$ cat config.mk
export PLATFORM = sky130hd
export DESIGN_NAME = fpu_issue_ctrl_flat
export DESIGN_NICKNAME = d
export VERILOG_FILES = /design/src/rtl/fpu_issue_pkg.sv /design/src/rtl/fpu_issue_ctrl_if.sv /design/src/rtl/fpu_issue_timer.sv /design/src/rtl/fpu_issue_ctrl.sv /design/src/flat_wrapper.sv
export SDC_FILE = /design/constraint.sdc
export NUM_CORES = 1
export LEC_CHECK = 0
export CELL_PAD_IN_SITES_DETAIL_PLACEMENT = 0
export CELL_PAD_IN_SITES_GLOBAL_PLACEMENT = 2
export CORE_UTILIZATION = 36
export DETAILED_ROUTE_END_ITERATION = 6
export DONT_BUFFER_PORTS = 1
export GPL_ROUTABILITY_DRIVEN = 1
export MAX_ROUTING_LAYER = met4
export PLACE_DENSITY_LB_ADDON = 0.05
export REMOVE_ABC_BUFFERS = 1
export SLEW_MARGIN = 20
export SYNTH_ARGS = -nofsm -noshare
export SYNTH_HDL_FRONTEND = slang
export SYNTH_HIERARCHICAL = 1
export SYNTH_SLANG_ARGS = --single-unit
$ cat constraint.sdc
create_clock -name clk -period 3.6 [get_ports clk]
set_input_delay 0.9 -clock clk [delete_from_list [all_inputs] [get_ports clk]]
set_output_delay 0.9 -clock clk [all_outputs]
set_load 0.02 [all_outputs]
$ cat src/rtl/fpu_issue_pkg.sv
// Shared types, flag bit positions and opcode helper for the FPU issue controller.
package fpu_issue_pkg;

  typedef enum logic [2:0] {
    ADD = 3'd0,
    SUB = 3'd1,
    MUL = 3'd2,
    DIV = 3'd3,
    I2F = 3'd4,
    F2I = 3'd5
  } fpu_op_e;

  typedef enum logic [1:0] {
    IDLE  = 2'd0,
    ISSUE = 2'd1,
    WAIT  = 2'd2,
    RESP  = 2'd3
  } state_e;

  localparam int NUM_FLAGS     = 8;
  localparam int FLG_INE       = 0;
  localparam int FLG_OVERFLOW  = 1;
  localparam int FLG_UNDERFLOW = 2;
  localparam int FLG_DIV_ZERO  = 3;
  localparam int FLG_INF       = 4;
  localparam int FLG_ZERO      = 5;
  localparam int FLG_QNAN      = 6;
  localparam int FLG_SNAN      = 7;

  function automatic logic is_legal_op(input logic [2:0] op);
    return (op <= F2I);
  endfunction

endpackage

$ cat src/rtl/fpu_issue_ctrl_if.sv
// Request, FPU operand/command and response signals of the issue controller.
// master = controller side, slave = upstream/FPU/downstream side.
interface fpu_issue_ctrl_if
  import fpu_issue_pkg::*;
#(
  parameter int DATA_W = 32
);
  logic                 req_valid;
  logic                 req_ready;
  logic [DATA_W-1:0]    req_opa;
  logic [DATA_W-1:0]    req_opb;
  logic [2:0]           req_op;
  logic [1:0]           req_rmode;

  logic [DATA_W-1:0]    fpu_opa;
  logic [DATA_W-1:0]    fpu_opb;
  logic [2:0]           fpu_op;
  logic [1:0]           fpu_rmode;
  logic                 fpu_start;
  logic [DATA_W-1:0]    fpu_result;
  logic                 ine, overflow, underflow, div_zero, inf, zero, qnan, snan;
  logic                 ready;

  logic                 rsp_valid;
  logic                 rsp_ready;
  logic [DATA_W-1:0]    rsp_result;
  logic [NUM_FLAGS-1:0] rsp_flags;
  logic                 rsp_timeout;
  logic                 rsp_err;

  modport master (
    input  req_valid, req_opa, req_opb, req_op, req_rmode,
    output req_ready,
    output fpu_opa, fpu_opb, fpu_op, fpu_rmode, fpu_start,
    input  fpu_result, ine, overflow, underflow, div_zero, inf, zero, qnan, snan, ready,
    output rsp_valid, rsp_result, rsp_flags, rsp_timeout, rsp_err,
    input  rsp_ready
  );

  modport slave (
    output req_valid, req_opa, req_opb, req_op, req_rmode,
    input  req_ready,
    input  fpu_opa, fpu_opb, fpu_op, fpu_rmode, fpu_start,
    output fpu_result, ine, overflow, underflow, div_zero, inf, zero, qnan, snan, ready,
    input  rsp_valid, rsp_result, rsp_flags, rsp_timeout, rsp_err,
    output rsp_ready
  );

endinterface

$ cat src/rtl/fpu_issue_timer.sv
// Loadable up-counter with clear and enable; tc flags the last allowed WAIT cycle.
module fpu_issue_timer #(
  parameter int TIMEOUT_CYCLES = 64,
  parameter int CNT_W          = $clog2(TIMEOUT_CYCLES + 1)
) (
  input  logic             clk,
  input  logic             rst,
  input  logic             clr,
  input  logic             en,
  input  logic             load,
  input  logic [CNT_W-1:0] load_val,
  output logic             tc
);

  logic [CNT_W-1:0] cnt_q, cnt_d;

  always_comb begin
    cnt_d = cnt_q;
    if (clr)       cnt_d = '0;
    else if (load) cnt_d = load_val;
    else if (en)   cnt_d = cnt_q + CNT_W'(1);
  end

  always_ff @(posedge clk) begin
    if (!rst) cnt_q <= '0;
    else      cnt_q <= cnt_d;
  end

  assign tc = (cnt_q == CNT_W'(TIMEOUT_CYCLES - 1));

endmodule

$ cat src/rtl/fpu_issue_ctrl.sv
// Single-outstanding FPU issue controller: request -> start pulse -> wait/timeout -> response.
// Optional FPU_ISSUE_STICKY_FLAGS_EN adds sticky_flags/sticky_clr accumulating response flags.
module fpu_issue_ctrl
  import fpu_issue_pkg::*;
#(
  parameter int DATA_W         = 32,
  parameter int TIMEOUT_CYCLES = 64,
  parameter int CNT_W          = $clog2(TIMEOUT_CYCLES + 1)
) (
  input  logic                 clk,
  input  logic                 rst,
  fpu_issue_ctrl_if.master     bus
`ifdef FPU_ISSUE_STICKY_FLAGS_EN
  ,
  input  logic                 sticky_clr,
  output logic [NUM_FLAGS-1:0] sticky_flags
`endif
);

  state_e               state_q, state_d;
  logic                 req_ready_q, req_ready_d;
  logic [DATA_W-1:0]    fpu_opa_q, fpu_opa_d;
  logic [DATA_W-1:0]    fpu_opb_q, fpu_opb_d;
  logic [2:0]           fpu_op_q, fpu_op_d;
  logic [1:0]           fpu_rmode_q, fpu_rmode_d;
  logic                 fpu_start_q, fpu_start_d;
  logic                 rsp_valid_q, rsp_valid_d;
  logic [DATA_W-1:0]    rsp_result_q, rsp_result_d;
  logic [NUM_FLAGS-1:0] rsp_flags_q, rsp_flags_d;
  logic                 rsp_timeout_q, rsp_timeout_d;
  logic                 rsp_err_q, rsp_err_d;
  logic [NUM_FLAGS-1:0] fpu_flags;
  logic                 tmr_tc;

  assign fpu_flags[FLG_INE]       = bus.ine;
  assign fpu_flags[FLG_OVERFLOW]  = bus.overflow;
  assign fpu_flags[FLG_UNDERFLOW] = bus.underflow;
  assign fpu_flags[FLG_DIV_ZERO]  = bus.div_zero;
  assign fpu_flags[FLG_INF]       = bus.inf;
  assign fpu_flags[FLG_ZERO]      = bus.zero;
  assign fpu_flags[FLG_QNAN]      = bus.qnan;
  assign fpu_flags[FLG_SNAN]      = bus.snan;

  // Counter runs only while waiting; any other state holds it at zero.
  fpu_issue_timer #(
    .TIMEOUT_CYCLES (TIMEOUT_CYCLES),
    .CNT_W          (CNT_W)
  ) u_timer (
    .clk      (clk),
    .rst      (rst),
    .clr      (state_q != WAIT),
    .en       ((state_q == WAIT) && !bus.ready),
    .load     (1'b0),
    .load_val ('0),
    .tc       (tmr_tc)
  );

  always_comb begin
    state_d       = state_q;
    fpu_opa_d     = fpu_opa_q;
    fpu_opb_d     = fpu_opb_q;
    fpu_op_d      = fpu_op_q;
    fpu_rmode_d   = fpu_rmode_q;
    fpu_start_d   = 1'b0;
    rsp_valid_d   = rsp_valid_q;
    rsp_result_d  = rsp_result_q;
    rsp_flags_d   = rsp_flags_q;
    rsp_timeout_d = rsp_timeout_q;
    rsp_err_d     = rsp_err_q;
    case (state_q)
      IDLE: begin
        // req_ready_q is low for one cycle after reset, so gate acceptance on it.
        if (bus.req_valid && req_ready_q) begin
          fpu_opa_d   = bus.req_opa;
          fpu_opb_d   = bus.req_opb;
          fpu_op_d    = bus.req_op;
          fpu_rmode_d = bus.req_rmode;
          if (is_legal_op(bus.req_op)) begin
            state_d     = ISSUE;
            fpu_start_d = 1'b1;
          end else begin
            state_d       = RESP;
            rsp_valid_d   = 1'b1;
            rsp_err_d     = 1'b1;
            rsp_timeout_d = 1'b0;
            rsp_result_d  = '0;
            rsp_flags_d   = '0;
          end
        end
      end
      ISSUE: state_d = WAIT;
      WAIT: begin
        if (bus.ready) begin
          state_d       = RESP;
          rsp_valid_d   = 1'b1;
          rsp_result_d  = bus.fpu_result;
          rsp_flags_d   = fpu_flags;
          rsp_timeout_d = 1'b0;
          rsp_err_d     = 1'b0;
        end else if (tmr_tc) begin
          state_d       = RESP;
          rsp_valid_d   = 1'b1;
          rsp_result_d  = '0;
          rsp_flags_d   = '0;
          rsp_timeout_d = 1'b1;
          rsp_err_d     = 1'b0;
        end
      end
      RESP: begin
        if (bus.rsp_ready) begin
          state_d       = IDLE;
          rsp_valid_d   = 1'b0;
          rsp_timeout_d = 1'b0;
          rsp_err_d     = 1'b0;
        end
      end
      default: state_d = IDLE;
    endcase
    req_ready_d = (state_d == IDLE);
  end

  always_ff @(posedge clk) begin
    if (!rst) begin
      state_q       <= IDLE;
      req_ready_q   <= 1'b0;
      fpu_opa_q     <= '0;
      fpu_opb_q     <= '0;
      fpu_op_q      <= '0;
      fpu_rmode_q   <= '0;
      fpu_start_q   <= 1'b0;
      rsp_valid_q   <= 1'b0;
      rsp_result_q  <= '0;
      rsp_flags_q   <= '0;
      rsp_timeout_q <= 1'b0;
      rsp_err_q     <= 1'b0;
    end else begin
      state_q       <= state_d;
      req_ready_q   <= req_ready_d;
      fpu_opa_q     <= fpu_opa_d;
      fpu_opb_q     <= fpu_opb_d;
      fpu_op_q      <= fpu_op_d;
      fpu_rmode_q   <= fpu_rmode_d;
      fpu_start_q   <= fpu_start_d;
      rsp_valid_q   <= rsp_valid_d;
      rsp_result_q  <= rsp_result_d;
      rsp_flags_q   <= rsp_flags_d;
      rsp_timeout_q <= rsp_timeout_d;
      rsp_err_q     <= rsp_err_d;
    end
  end

  assign bus.req_ready   = req_ready_q;
  assign bus.fpu_opa     = fpu_opa_q;
  assign bus.fpu_opb     = fpu_opb_q;
  assign bus.fpu_op      = fpu_op_q;
  assign bus.fpu_rmode   = fpu_rmode_q;
  assign bus.fpu_start   = fpu_start_q;
  assign bus.rsp_valid   = rsp_valid_q;
  assign bus.rsp_result  = rsp_result_q;
  assign bus.rsp_flags   = rsp_flags_q;
  assign bus.rsp_timeout = rsp_timeout_q;
  assign bus.rsp_err     = rsp_err_q;

`ifdef FPU_ISSUE_STICKY_FLAGS_EN
  logic [NUM_FLAGS-1:0] sticky_q, sticky_d;

  // A same-cycle clear beats the OR of the response being handed over.
  always_comb begin
    sticky_d = sticky_q;
    if ((state_q == RESP) && bus.rsp_ready) sticky_d = sticky_q | rsp_flags_q;
    if (sticky_clr) sticky_d = '0;
  end

  always_ff @(posedge clk) begin
    if (!rst) sticky_q <= '0;
    else      sticky_q <= sticky_d;
  end

  assign sticky_flags = sticky_q;
`endif

endmodule

$ cat src/flat_wrapper.sv
// flat-port wrapper written by rule: the top's interface ports become plain ports
module fpu_issue_ctrl_flat import fpu_issue_pkg::*;
#(
  parameter int DATA_W         = 32,
  parameter int TIMEOUT_CYCLES = 64,
  parameter int CNT_W          = $clog2(TIMEOUT_CYCLES + 1)
)
  (clk, rst, bus_req_valid, bus_req_opa, bus_req_opb, bus_req_op, bus_req_rmode, bus_req_ready, bus_fpu_opa, bus_fpu_opb, bus_fpu_op, bus_fpu_rmode, bus_fpu_start, bus_fpu_result, bus_ine, bus_overflow, bus_underflow, bus_div_zero, bus_inf, bus_zero, bus_qnan, bus_snan, bus_ready, bus_rsp_valid, bus_rsp_result, bus_rsp_flags, bus_rsp_timeout, bus_rsp_err, bus_rsp_ready);
  fpu_issue_ctrl_if #(.DATA_W(DATA_W)) bus_i ();
  input  logic clk;
  input  logic rst;
  input wire logic [$bits(bus_i.req_valid)-1:0] bus_req_valid;
  input wire logic [$bits(bus_i.req_opa)-1:0] bus_req_opa;
  input wire logic [$bits(bus_i.req_opb)-1:0] bus_req_opb;
  input wire logic [$bits(bus_i.req_op)-1:0] bus_req_op;
  input wire logic [$bits(bus_i.req_rmode)-1:0] bus_req_rmode;
  output wire logic [$bits(bus_i.req_ready)-1:0] bus_req_ready;
  output wire logic [$bits(bus_i.fpu_opa)-1:0] bus_fpu_opa;
  output wire logic [$bits(bus_i.fpu_opb)-1:0] bus_fpu_opb;
  output wire logic [$bits(bus_i.fpu_op)-1:0] bus_fpu_op;
  output wire logic [$bits(bus_i.fpu_rmode)-1:0] bus_fpu_rmode;
  output wire logic [$bits(bus_i.fpu_start)-1:0] bus_fpu_start;
  input wire logic [$bits(bus_i.fpu_result)-1:0] bus_fpu_result;
  input wire logic [$bits(bus_i.ine)-1:0] bus_ine;
  input wire logic [$bits(bus_i.overflow)-1:0] bus_overflow;
  input wire logic [$bits(bus_i.underflow)-1:0] bus_underflow;
  input wire logic [$bits(bus_i.div_zero)-1:0] bus_div_zero;
  input wire logic [$bits(bus_i.inf)-1:0] bus_inf;
  input wire logic [$bits(bus_i.zero)-1:0] bus_zero;
  input wire logic [$bits(bus_i.qnan)-1:0] bus_qnan;
  input wire logic [$bits(bus_i.snan)-1:0] bus_snan;
  input wire logic [$bits(bus_i.ready)-1:0] bus_ready;
  output wire logic [$bits(bus_i.rsp_valid)-1:0] bus_rsp_valid;
  output wire logic [$bits(bus_i.rsp_result)-1:0] bus_rsp_result;
  output wire logic [$bits(bus_i.rsp_flags)-1:0] bus_rsp_flags;
  output wire logic [$bits(bus_i.rsp_timeout)-1:0] bus_rsp_timeout;
  output wire logic [$bits(bus_i.rsp_err)-1:0] bus_rsp_err;
  input wire logic [$bits(bus_i.rsp_ready)-1:0] bus_rsp_ready;
  assign bus_i.req_valid = bus_req_valid;
  assign bus_i.req_opa = bus_req_opa;
  assign bus_i.req_opb = bus_req_opb;
  assign bus_i.req_op = bus_req_op;
  assign bus_i.req_rmode = bus_req_rmode;
  assign bus_req_ready = bus_i.req_ready;
  assign bus_fpu_opa = bus_i.fpu_opa;
  assign bus_fpu_opb = bus_i.fpu_opb;
  assign bus_fpu_op = bus_i.fpu_op;
  assign bus_fpu_rmode = bus_i.fpu_rmode;
  assign bus_fpu_start = bus_i.fpu_start;
  assign bus_i.fpu_result = bus_fpu_result;
  assign bus_i.ine = bus_ine;
  assign bus_i.overflow = bus_overflow;
  assign bus_i.underflow = bus_underflow;
  assign bus_i.div_zero = bus_div_zero;
  assign bus_i.inf = bus_inf;
  assign bus_i.zero = bus_zero;
  assign bus_i.qnan = bus_qnan;
  assign bus_i.snan = bus_snan;
  assign bus_i.ready = bus_ready;
  assign bus_rsp_valid = bus_i.rsp_valid;
  assign bus_rsp_result = bus_i.rsp_result;
  assign bus_rsp_flags = bus_i.rsp_flags;
  assign bus_rsp_timeout = bus_i.rsp_timeout;
  assign bus_rsp_err = bus_i.rsp_err;
  assign bus_i.rsp_ready = bus_rsp_ready;
  fpu_issue_ctrl #(.DATA_W(DATA_W), .TIMEOUT_CYCLES(TIMEOUT_CYCLES), .CNT_W(CNT_W)) u_core (.clk(clk), .rst(rst), .bus(bus_i));
endmodule
==> impl_metrics.env <==
export IMPL_status="complete, but fails checks"
export IMPL_violations="design-rule violations"
export IMPL_first_pass_iters=6
export IMPL_grt_first_pass_wirelength_um=16420
export IMPL_die_h_um=111.5
export IMPL_met1_usage_pct=19.87
export IMPL_initial_utilization_pct=37.33
export IMPL_routed_via_density=5.062
export IMPL_cts_root_buf="clkbuf_16"
export IMPL_post_route_util_pct=43.25
export IMPL_r2r_start="u_core/bus.req_ready"
export IMPL_synth_xor_area_share_pct=0.8116
export IMPL_skew_ps=6.663
export IMPL_synth_top_family_by_area="compound AO/OA/AOI/OAI gates"
export IMPL_grt_most_used_layer="met2"
export IMPL_drc=16
export IMPL_tightest_slew_ps=749.1
export IMPL_synth_top_area_share_pct=57.04
export IMPL_start_kind="register"
export IMPL_num_antenna_cells=0
export IMPL_antenna_left=0
export IMPL_dp_hpwl_um=7153
export IMPL_whs_ps=518.0
export IMPL_tns_ps=0
export IMPL_grt_ovfl_total=0
export IMPL_synth_mux_area_share_pct=0.2319
export IMPL_worstPathArrival_ps=2370
export IMPL_drt_wl_total_um=10610
export IMPL_syn_instance_count=474
export IMPL_syn_area_um2=4317
export IMPL_cts_setup_buffers=0
export IMPL_async_reset_ff_share_pct=0
export IMPL_h_tree_depth=4
export IMPL_coreArea_um2=11560
export IMPL_io_buffer_count=0
export IMPL_leakage_nw=1.820
export IMPL_finalCritPeriodShare_pct=57.67
export IMPL_grt_usage_pct=17.69
export IMPL_routabilityCongestion=0.7413
export IMPL_syn_avg_cell_area_um2=9.107
export IMPL_min_to="u_core/u_timer/cnt_q[5]"
export IMPL_reg2reg_depth=4
export IMPL_path_class="register to register"
export IMPL_synthSimpleGateAreaFrac_pct=17.04
export IMPL_yosys_area_share_adder_pct=0.2899
export IMPL_clkLatencyLatePin_ps=400
export IMPL_nets=592
export IMPL_synth_edf_count=0
export IMPL_die_x_um=111.5
export IMPL_holdPathStages=2
export IMPL_maxCapViolCount=0
export IMPL_r2r_end="u_core/bus.req_ready"
export IMPL_cts_hold_buf=0
export IMPL_cts_sinks=123
export IMPL_hold_class="register to register"
export IMPL_synth_cell_types=44
export IMPL_min_from="u_core/u_timer/cnt_q[5]"
export IMPL_drt_iter0_drc=245
export IMPL_ir_worst_vdd_mv=0.2487
export IMPL_path_clk_slew_ps=60
export IMPL_powerDensity_nw_per_um2=691.9
export IMPL_use_met3_pct=7.458
export IMPL_dieArea_um2=12430
export IMPL_yosysSeqAreaShare_pct=57.04
export IMPL_num_rows=39
export IMPL_antenna_found_initial=0
export IMPL_p_comb_share_pct=6.9
export IMPL_areaGrowthSynthToFinish_pct=15.88
export IMPL_ff2ff_setup_slack_ps=1520
export IMPL_crit_path_end_kind="register"
export IMPL_fill_cells=1193
export IMPL_yosys_top_cells_area="dfxtp_1 57%, nand2_1 13%, a21oi_1 8.2%"
export IMPL_clk_path_buf_depth=2
export IMPL_rsz0062_at_grt="false"
export IMPL_maxSlewViolCount=0
export IMPL_synth_compound_area_share_pct=20.00
export IMPL_critical_path_max_fanout=72
export IMPL_dp_slack_ps=1319
export IMPL_ctsResizeCount=0
export IMPL_hold_viol_final=0
export IMPL_ys_ff_latch=123
export IMPL_power_switching_uw=914.9
export IMPL_io_pins=228
export IMPL_wire_per_inst_um=16.76
export IMPL_synth_ff_type="dfxtp_1"
export IMPL_grt_max_degree=73
export IMPL_p_clk_share_pct=46.5
export IMPL_p_int_mw=2.546
export IMPL_synth_top_cell_by_area="dfxtp_1"
export IMPL_worst_slack_ps=1524
export IMPL_yosys_warnings=6
export IMPL_pwr_share_seq_pct=46.6
export IMPL_num_vias=3204
export IMPL_cts_tree="done"
export IMPL_finalCriticalPeriod_ps=2076
export IMPL_p_total_mw=3.461
export IMPL_setup_violations=0
export IMPL_gr_usage_met2_pct=27.58
export IMPL_drive_above_1_share_pct=8.776
export IMPL_slew_headroom_pct=50.06
export IMPL_grt_pass1_vias=3133
export IMPL_swShare_pct=26.44
export IMPL_cts_buffers=17
export IMPL_worst_ep_required_time_ps=3890
export IMPL_max_freq_ghz=0.4817
-- power groups by stage --
stage	Clock [mW]	Sequential [mW]	Combinational, mW
global placement	0	1.64	0.236
detailed placement	0	1.64	0.241
CTS	1.65	1.62	0.241
floorplan	0	1.62	0.192
finish	1.61	1.61	0.237
global route	1.72	1.62	0.275
-- state kept, by name, summed over array words and instances (netlist names) --
| name | cells |
|---|---|
| u_core/state_q | 2 |
| u_core/bus.fpu_opb | 32 |
| u_core/bus.fpu_opa | 32 |
| u_core/bus.fpu_start | 1 |
| u_core/bus.rsp_result | 32 |
| u_core/bus.fpu_op | 3 |
| u_core/bus.rsp_valid | 1 |
| u_core/bus.rsp_timeout | 1 |
| u_core/bus.fpu_rmode | 2 |
| u_core/bus.rsp_err | 1 |
| u_core/u_timer/cnt_q | 7 |
| u_core/bus.rsp_flags | 8 |
| u_core/bus.req_ready | 1 |
-- worst max-delay path by stage --
stage	from	endpoint	slack, ps	cells after the start
final	u_core/bus.req_ready	u_core/bus.req_ready	1520	4
after global routing	u_core/bus.req_ready	u_core/bus.req_ready	1360	4
after CTS	u_core/bus.req_ready	u_core/bus.req_ready	1480	4
after detailed placement	bus_req_valid	u_core/bus.req_ready	1320	4
after global placement	bus_req_valid	u_core/bus.req_ready	1310	4
after floorplan	bus_req_valid	u_core/bus.rsp_flags[0]	-4190	3
-- synthesized netlist by cell type, types with 2 or more instances --
cell,number
buf_1,3
or3_1,3
o21ai_0,7
nand4_1,3
o21ai_1,2
inv_1,3
nand3_1,4
a21oi_1,71
buf_6,4
dfxtp_1,123
o211a_1,2
a22o_1,40
xnor2_1,2
nand2_1,144
and2_1,3
buf_2,14
a31oi_1,3
clkbuf_1,12
xor2_1,2
nor2_1,5
-- worst max-delay path, stage by stage, from the launching register on --
cell and delay [ps]:
dfxtp_1 550, nor4bb_4 440, buf_4 650, a31oi_1 120, and3_1 210
-- routing by layer --
layer | up-vias | wire length (µm)
met5 | - | 0
met3 | 15 | 1057
met1 | 1425 | 4300
met2 | 153 | 5039
li1 | 1611 | -
met4 | 0 | 212
-- cell families after synthesis --
| logic type | after synthesis |
|---|---|
| multiplexers | 1 |
| XOR/XNOR | 4 |
| AO/OA/AOI/OAI | 132 |
| buffers and inverters | 38 |
| flip-flops | 123 |
| AND/OR/NAND/NOR | 174 |
| other | 1 |
| adder cells (fa/ha/maj) | 1 |
-- layout by cell type, fill, tap and decap left out, drive strengths merged, types with 2 or more instances in the layout --
cell	count
a21oi	71
inv	4
clkinvlp	3
nor2	5
xor2	2
xnor2	2
nand4	4
o211a	2
nor3	2
or3	3
clkbuf	20
nand2	144
dfxtp	123
nand3	4
conb	14
and2	3
bufinv	2
a221oi	2
o21ai	9
buf	5
clkinv	7
a31oi	3
a22o	40
-- area by class of cell --
type / instances / area [µm²] / share of cell area [%]
inverter: 4 / 15.01 / 0.3001
clock inverter: 12 / 125.1 / 2.501
multi-input combinational: 326 / 1747 / 34.92
tap: 143 / 178.9 / 3.577
sequential: 123 / 2462 / 49.22
timing repair buffer: 5 / 37.54 / 0.7504
clock buffer: 20 / 436.7 / 8.729
-- per-stage QoR --
step                std cells  cell area (µm²)
floorplan                 453             4187
global placement          601             4441
detailed placement        601             4441
CTS                       633             5002
global route              633             5002
finish                    633             5002
(Power assumes the default switching activity.)
